File: src/rtl/dpram_arbiter_if.sv
// Requester-side bus of the dual-port RAM arbiter.
// Four requesters share one set of lanes.
interface dpram_arbiter_if;
  logic [3:0]  req;
  logic [3:0]  we;
  logic [23:0] addr;
  logic [31:0] wdata;
  logic [3:0]  gnt;
  logic [3:0]  rvalid;
  logic [31:0] rdata;

  modport master (
    output req, we, addr, wdata,
    input  gnt, rvalid, rdata
  );

  modport slave (
    input  req, we, addr, wdata,
    output gnt, rvalid, rdata
  );
endinterface

File: src/rtl/dpram_arbiter.sv
// Round-robin arbiter mapping four requesters
// onto the two ports of a 64x8 dual-port RAM.
module dpram_arbiter (
  input  logic            clk,
  input  logic            rst_n,
  dpram_arbiter_if.slave  bus,
  output logic            ram_we_a,
  output logic            ram_we_b,
  output logic [5:0]      ram_addr_a,
  output logic [5:0]      ram_addr_b,
  output logic [7:0]      ram_data_a,
  output logic [7:0]      ram_data_b,
  input  logic [7:0]      ram_q_a,
  input  logic [7:0]      ram_q_b
);

  typedef struct packed {
    logic       v;
    logic       rd;
    logic [1:0] idx;
  } tag_t;

  logic [1:0]  ptr;
  logic        a_vld, b_vld, b_ok;
  logic [1:0]  a_idx, b_idx;
  logic [5:0]  a_addr, b_addr;
  logic        a_we, b_we;
  logic [7:0]  a_wd, b_wd;
  logic [3:0]  gnt;
  tag_t        t1_a, t1_b, t2_a, t2_b;
  logic [3:0]  rv_q, rv_nxt;
  logic [31:0] rd_q, rd_nxt;

  always_comb begin
    logic [1:0] idx;
    idx   = '0;
    a_vld = 1'b0;
    b_vld = 1'b0;
    a_idx = '0;
    b_idx = '0;
    for (int k = 0; k < 4; k++) begin
      idx = ptr + 2'(k);
      if (bus.req[idx]) begin
        if (!a_vld) begin
          a_vld = 1'b1;
          a_idx = idx;
        end else if (!b_vld) begin
          b_vld = 1'b1;
          b_idx = idx;
        end
      end
    end
  end

  assign a_addr = bus.addr[6*a_idx +: 6];
  assign b_addr = bus.addr[6*b_idx +: 6];
  assign a_we   = bus.we[a_idx];
  assign b_we   = bus.we[b_idx];
  assign a_wd   = bus.wdata[8*a_idx +: 8];
  assign b_wd   = bus.wdata[8*b_idx +: 8];

  // Same-address pair involving a write: port A only
  assign b_ok = b_vld &&
    !((a_addr == b_addr) && (a_we || b_we));

  always_comb begin
    gnt = '0;
    if (rst_n) begin
      if (a_vld) gnt[a_idx] = 1'b1;
      if (b_ok)  gnt[b_idx] = 1'b1;
    end
  end

  assign bus.gnt = gnt;

  always_comb begin
    rv_nxt = '0;
    rd_nxt = rd_q;
    if (t2_a.v && t2_a.rd) begin
      rv_nxt[t2_a.idx] = 1'b1;
      rd_nxt[8*t2_a.idx +: 8] = ram_q_a;
    end
    if (t2_b.v && t2_b.rd) begin
      rv_nxt[t2_b.idx] = 1'b1;
      rd_nxt[8*t2_b.idx +: 8] = ram_q_b;
    end
  end

  always_ff @(posedge clk or negedge rst_n) begin
    if (!rst_n) begin
      ptr        <= '0;
      ram_we_a   <= 1'b0;
      ram_we_b   <= 1'b0;
      ram_addr_a <= '0;
      ram_addr_b <= '0;
      ram_data_a <= '0;
      ram_data_b <= '0;
      t1_a       <= '0;
      t1_b       <= '0;
      t2_a       <= '0;
      t2_b       <= '0;
      rv_q       <= '0;
      rd_q       <= '0;
    end else begin
      if (a_vld)
        ptr <= (b_ok ? b_idx : a_idx) + 2'd1;
      ram_we_a <= a_vld && a_we;
      ram_we_b <= b_ok && b_we;
      if (a_vld) begin
        ram_addr_a <= a_addr;
        ram_data_a <= a_wd;
      end
      if (b_ok) begin
        ram_addr_b <= b_addr;
        ram_data_b <= b_wd;
      end
      // Two tag stages line up with the registered RAM q
      t1_a <= '{v: a_vld, rd: !a_we, idx: a_idx};
      t1_b <= '{v: b_ok,  rd: !b_we, idx: b_idx};
      t2_a <= t1_a;
      t2_b <= t1_b;
      rv_q <= rv_nxt;
      rd_q <= rd_nxt;
    end
  end

  assign bus.rvalid = rv_q;
  assign bus.rdata  = rd_q;

endmodule

File: src/flat_wrapper.sv
// flat-port wrapper written by rule: the top's interface ports become plain ports
module dpram_arbiter_flat 
  (clk, rst_n, ram_we_a, ram_we_b, ram_addr_a, ram_addr_b, ram_data_a, ram_data_b, ram_q_a, ram_q_b, bus_req, bus_we, bus_addr, bus_wdata, bus_gnt, bus_rvalid, bus_rdata);
  dpram_arbiter_if bus_i ();
  input  logic clk;
  input  logic rst_n;
  output logic ram_we_a;
  output logic ram_we_b;
  output logic [5:0] ram_addr_a;
  output logic [5:0] ram_addr_b;
  output logic [7:0] ram_data_a;
  output logic [7:0] ram_data_b;
  input  logic [7:0] ram_q_a;
  input  logic [7:0] ram_q_b;
  input wire logic [$bits(bus_i.req)-1:0] bus_req;
  input wire logic [$bits(bus_i.we)-1:0] bus_we;
  input wire logic [$bits(bus_i.addr)-1:0] bus_addr;
  input wire logic [$bits(bus_i.wdata)-1:0] bus_wdata;
  output wire logic [$bits(bus_i.gnt)-1:0] bus_gnt;
  output wire logic [$bits(bus_i.rvalid)-1:0] bus_rvalid;
  output wire logic [$bits(bus_i.rdata)-1:0] bus_rdata;
  assign bus_i.req = bus_req;
  assign bus_i.we = bus_we;
  assign bus_i.addr = bus_addr;
  assign bus_i.wdata = bus_wdata;
  assign bus_gnt = bus_i.gnt;
  assign bus_rvalid = bus_i.rvalid;
  assign bus_rdata = bus_i.rdata;
  dpram_arbiter u_core (.clk(clk), .rst_n(rst_n), .bus(bus_i), .ram_we_a(ram_we_a), .ram_we_b(ram_we_b), .ram_addr_a(ram_addr_a), .ram_addr_b(ram_addr_b), .ram_data_a(ram_data_a), .ram_data_b(ram_data_b), .ram_q_a(ram_q_a), .ram_q_b(ram_q_b));
endmodule
File: config.mk
export PLATFORM = sky130hd
export DESIGN_NAME = dpram_arbiter_flat
export DESIGN_NICKNAME = d
export VERILOG_FILES = /design/src/rtl/dpram_arbiter_if.sv /design/src/rtl/dpram_arbiter.sv /design/src/flat_wrapper.sv
export SDC_FILE = /design/constraint.sdc
export NUM_CORES = 1
export LEC_CHECK = 0
export BUFFER_PORTS_ARGS = -buffer_cell sky130_fd_sc_hd__buf_2
export CORE_MARGIN = 2
export CORE_UTILIZATION = 52
export DETAILED_ROUTE_END_ITERATION = 12
export GPL_TIMING_DRIVEN = 0
export PLACE_DENSITY = 0.92
export SLEW_MARGIN = 20
export SYNTH_ARGS = -nofsm -noshare
export SYNTH_HDL_FRONTEND = slang
export SYNTH_SLANG_ARGS = --single-unit
File: constraint.sdc
create_clock -name clk -period 4 [get_ports clk]
set_input_delay 0.2 -clock clk [delete_from_list [all_inputs] [get_ports clk]]
set_output_delay 0.2 -clock clk [all_outputs]
set_load 0.01 [all_outputs]
; Word-level counts from Yosys, hierarchy flattened
; Index checks and enable logic that the tools add are counted.
[word_totals]
regBits = 84
out_inout_bits = 70
elab_cells = 122
inputBits = 82
[op_classes]
reduce_logical = 14
bitwise = 2
magnitude_cmp = 12
add_sub_neg = 6
n_mul = 2
n_mux = 56
n_eq_ne = 1
shifts = 8
[op_table]
columns = operator, count
row1 = $neg A5 Y34, 2
row2 = $shift A8 B34 Y32 const A, 2
row3 = $shiftx A8 B34 Y32, 2
row4 = $bwmux W32, 2
row5 = $mux W32, 2
row6 = $shiftx A32 B6 Y8, 2
row7 = $shiftx A24 B6 Y6, 2
row8 = $mux W2, 16
row9 = $lt A2 B3 Y1 const B, 8
row10 = $mux W4, 6
row11 = $mux W1, 20
row12 = $bmux W1 S2, 6
row13 = $logic_and A1 B1 Y1, 10
row14 = $demux W1 S2, 4
row15 = $ge A2 B1 Y1 const B, 4
row16 = $mul A2 B2 Y4 const A, 2
row17 = $or A4 B4 Y4, 2
row18 = $eq A6 B6 Y1, 1
row19 = $add A2 B1 Y2 const B, 2
row20 = $add A2 B2 Y2 const B, 2
row21 = $logic_not A1 Y1, 3
row22 = $logic_or A1 B1 Y1, 1

; Logic depth before layout (Yosys ltp)
[logic_depth]
word_depth = 19
ltp_mapped = 17
ltp_nobuf = 14

; Worst setup path after synthesis
; Ideal clock, no wire load.
[synth_timing]
kind = flip-flop to flip-flop
from = reg u_core.ptr[1]
to = reg u_core.ram_addr_b[0]
path_slack_ns = 0.361
setup_ns = 0.125
t_required_ns = 3.875
t_arrival_ns = 3.514
stages_incl_launch_ff = 16
n_path_buf = 3
period_less_slack_ns = 3.639
path_cell_list = dfrtp_1 > buf_2 > buf_2 > nand2b_1 > o211ai_1 > o21ai_0 > ha_1 > o311a_1 > a211oi_2 > mux2i_1 > xor2_1 > nand4b_1 > o21ai_4 > inv_4 > buf_6 > mux2_4
[synth_via]
elab_chain_len = 17
word_cells_on_any_way = 48
classes_between = add/sub (3) / mul (2) / eq/ne (1) / shift (2) / mux (36) / reduce/logical (4)
[synth_rtl]
columns = element, line
row1 = start: declaration, dpram_arbiter.sv:23  ; logic [1:0] ptr;
row2 = start signal: assignment, dpram_arbiter.sv:106  ; ptr <= (b_ok ? b_idx : a_idx) + 2'd1;
row3 = branches (longest 16 deep; another with $mul A2 B2 Y4), -
row4 = $logic_and A1 B1 Y1 (*), dpram_arbiter.sv:63  ; assign b_ok = b_vld &&
row5 = via u_core.b_ok, dpram_arbiter.sv:24  ; logic a_vld, b_vld, b_ok;
row6 = end signal: assignment, dpram_arbiter.sv:114  ; ram_addr_b <= b_addr;
row7 = end: declaration, dpram_arbiter.sv:10  ; output logic [5:0] ram_addr_b,
; Mark *: on every way through the listed nets, which the timed path passes. The select of a mux whose other input is x is not followed.
; A chain may end at the register's enable or synchronous reset.

; Worst setup path after layout
[layout_timing]
from = reg u_core.ptr[1]
to = out bus_gnt[0]
[layout_via]
elab_chain_len = 19
word_cells_on_any_way = 64
classes_between = add/sub (3) / mul (2) / order compare (4) / eq/ne (1) / shift (2) / mux (45) / bitwise (1) / reduce/logical (6)
[layout_rtl]
columns = element, line
row1 = branches (longest 17 deep; another with $mul A2 B2 Y4), -
row2 = $mux W4 (*), dpram_arbiter.sv:70  ; if (b_ok) gnt[b_idx] = 1'b1;
row3 = $mux W4 (*), dpram_arbiter.sv:68  ; if (rst_n) begin
row4 = end: declaration, flat_wrapper.sv:19  ; output wire logic [$bits(bus_i.gnt)-1:0] bus_gnt;
; Every way passes the cells marked *. The select of a mux whose other input is x is not followed.

==> metrics <==
Final TNS setup -0.01549 ns; Routed wire per std cell 18.55 µm; worst path cell trace buf_6 > buf_8 > o211ai_1 > o21ai_1 > ha_1 > o311a_1 > a211oi_4 > buf_12 > mux2i_1 > xor2_1 > nand4_2 > o21ai_4 > o32ai_2 > buf_2; fin crit share 100.3%; reg-to-reg slack, setup 0.02 ns; critical path class flip-flop to primary output; Core Footprint 0.009328 mm²; syn_nets 632; global-route wire length before repair around 23000 µm; Worst setup SP type flip-flop; pin slew with the least headroom to its limit 0.9675 ns; post-layout minimum cycle time 4.014 ns; placed cell areas 0.006010 mm²; failing checks negative setup slack; Chip Width 102.5 µm; PwrDens 768.8 mW/mm²; Peak VDD IR between 0.5 and 0.6 mV; Clock Tree Root clkbuf_8; proportion of layout cells with a drive suffix above 1 34.22%; DRC Markers 0; YS warnings 0; dominant cells by area after synthesis dfrtp_1 (42%), mux2i_1 (9.1%), nand2_1 (7.3%); IO Count 152; GRT Util Overall 28.29%; Inserted Clock Buffers 9; RSZ-0062 raised after global routing true; PortBufs 149; sequential fraction of the synthesis area between 40% and 50%; Final ANT Viol Nets 0; slack of the critical path -0.01376 ns; RePlAce Congestion about 0.89; std cell rows 35; Min-Delay Startpoint ram_q_b[1]; Max Buffers Root-to-Sink 2; status finished, violations left; H-tree Lvls 3; CTS tree done; commonest non-fill, non-tap cell in the layout buf_2; Min-Delay Path Depth 3; clk sinks 84; final hold vios 0; Final Skew 0.01804 ns; reg2reg end u_core.ram_data_b[7]; drt pass-1 iters 5; total gr overflow 0; Buf/Inv on CP 4; Design Area, Final ~0.0065 mm²; mean post-synth cell area 9.434 µm²; most frequent cells in the layout buf_2 (151), nand2_1 (98), dfrtp_1 (84), o21ai_0 (57), mux2i_1 (41); DR vias/cell 6.047; vias in the first global route 4857; Clock Latency Late Sink 0.36 ns; area grow syn2layout 29.20%; Mapped Area 0.005047 mm²; cell taking the most area after synthesis dfrtp_1; max cap viols 0; fillers 671; dpl hpwl 11040 µm; Post-Route WL between 15000 and 20000 µm; final slew viol count 0; Yosys top cell area share a little over two fifths; CP max FO 8; Crit path largest cell delay 0.44 ns; initial drt markers 362; R2R Path Start u_core.ptr[1]; Async SR Flop Fraction between 90% and 100%; Worst-path clk slew about 0.1 ns; initial core utilization 54.11%; slowest library cell on the worst path dfrtp_1; crit path capture type primary output; CP Data Required Time around 3.8 ns; Finish-stage setup viols 2; Arrival @ worst endpoint approximately 3.8 ns; Fmax achieved 249.1 MHz; die footprint 0.01051 mm²; fin nets 808; worst hold endpoint u_core.bus.rdata[9]; Antenna diodes 0; predominant post-synthesis flop cell dfrtp_1; Die Span Y 102.5 µm; largest net degree at the start of global routing 49; initial antenna violation count 0; R2R depth 16; Worst slew margin 34.91%; post-synth cell types 57; FF+latch count, synth 84; critical path's top delay family compound AO/OA/AOI/OAI gates; Post-Syn Instances between 500 and 600; number of synthesized flops with an enable pin 0; Worst Hold Class input port to flip-flop; Pleak roughly 3.1 nW; Vias 5110
==> power by group <==
group	switching, mW	leakage [nW]	total, mW	internal (mW)
clock	0.336	0.0968	0.632	0.296
combinational	1.68	1.98	2.96	1.28
sequential	0.214	1.05	1.42	1.21
total	2.23	3.13	5.01	2.78
==> flip-flops by register name (all words and copies together) (netlist names) <==
name,count
u_core.t2_b,4
u_core.ram_we_a,1
u_core.ram_data_b,8
u_core.t1_a,4
u_core.ptr,2
u_core.ram_addr_b,6
u_core.ram_we_b,1
u_core.bus.rvalid,4
u_core.t2_a,4
u_core.bus.rdata,32
u_core.ram_data_a,8
u_core.ram_addr_a,6
u_core.t1_b,4
==> worst min-delay path: stages <==
cell and delay, ns:
buf_2 0.12, nand2_1 0.05, o21ai_0 0.07
==> layer usage <==
metal  track usage [%]  routed length (µm)
met1             34.10                5790
met2             48.87                7805
met3             7.458                1644
met4             10.36                 437
met5                 0                   0
==> per-stage QoR <==
stage | hold slack [ns] | instances | setup WS [ns] | utilization (%) | power (mW)
after detailed placement | 0.2240 | 814 | -0.5551 | 64.43 | 3.966
final | 0.1078 | 845 | -0.01376 | 69.91 | 5.014
after global routing | 0.09983 | 845 | -0.09588 | 69.91 | 5.304
after CTS | 0.08404 | 838 | 0.001398 | 68.34 | 4.751
after floorplan | -0.09559 | 535 | 0.3606 | - | 3.084
after global placement | 0.3339 | 813 | -0.4613 | 63.84 | 3.835
==> cell type report <==
cell class	count	area (µm²)	share of cell area, %
Multi-Input combinational cell	399	2880	44.17
Sequential cell	84	2102	32.23
Timing Repair Buffer	167	923.4	14.16
Buffer	34	185.2	2.840
Tap cell	129	161.4	2.475
Clock buffer	9	123.9	1.899
Clock inverter	7	80.08	1.228
Inverter	16	65.06	0.9977
==> worst max-delay path by stage <==
| stage | start | endpoint | slack, ns | cells after the start |
|---|---|---|---|---|
| global placement | u_core.ptr[1] | bus_gnt[0] | -0.46 | 13 |
| CTS | u_core.ptr[1] | bus_gnt[0] | 0.001 | 16 |
| finish | u_core.ptr[1] | bus_gnt[0] | -0.01 | 14 |
| global route | u_core.ptr[1] | bus_gnt[0] | -0.1 | 15 |
| detailed placement | u_core.ptr[1] | bus_gnt[0] | -0.56 | 13 |
| floorplan | u_core.ptr[1] | u_core.ram_addr_b[0] | 0.36 | 15 |
==> cell families after synthesis <==
family,count (synthesis),synth area share [%]
muxes,66,14.25
and+or+nand+nor,166,15.20
xor gates and xnor gates,7,1.215
adders and majority gates,17,4.140
AOI/OAI and AO/OA,143,18.91
DFF,84,41.65
buffers and inverters,52,4.636
==> synthesized netlist by cell type (5+ instances only) <==
cell type	n
nand2_1	98
dfrtp_1	84
o21ai_0	58
mux2i_1	46
a22oi_1	33
clkbuf_1	27
ha_1	15
nand3_1	15
inv_1	14
a21oi_1	13
a211oi_1	11
mux2_2	11
nor2_1	11
nor2b_1	10
mux2_4	9
and3_1	6
xor2_1	6
buf_2	5
nand2b_1	5
nor4_1	5
==> what timing repair did <==
action,in CTS,in global routing
setup buffers,8,7
cloned,0,1
hold buffers,1,0
setup endpoints to repair,21,13
gates resized for setup,17,23
pin swaps,6,9
hold endpoints to repair,41,0
(Power assumes the default switching activity.)
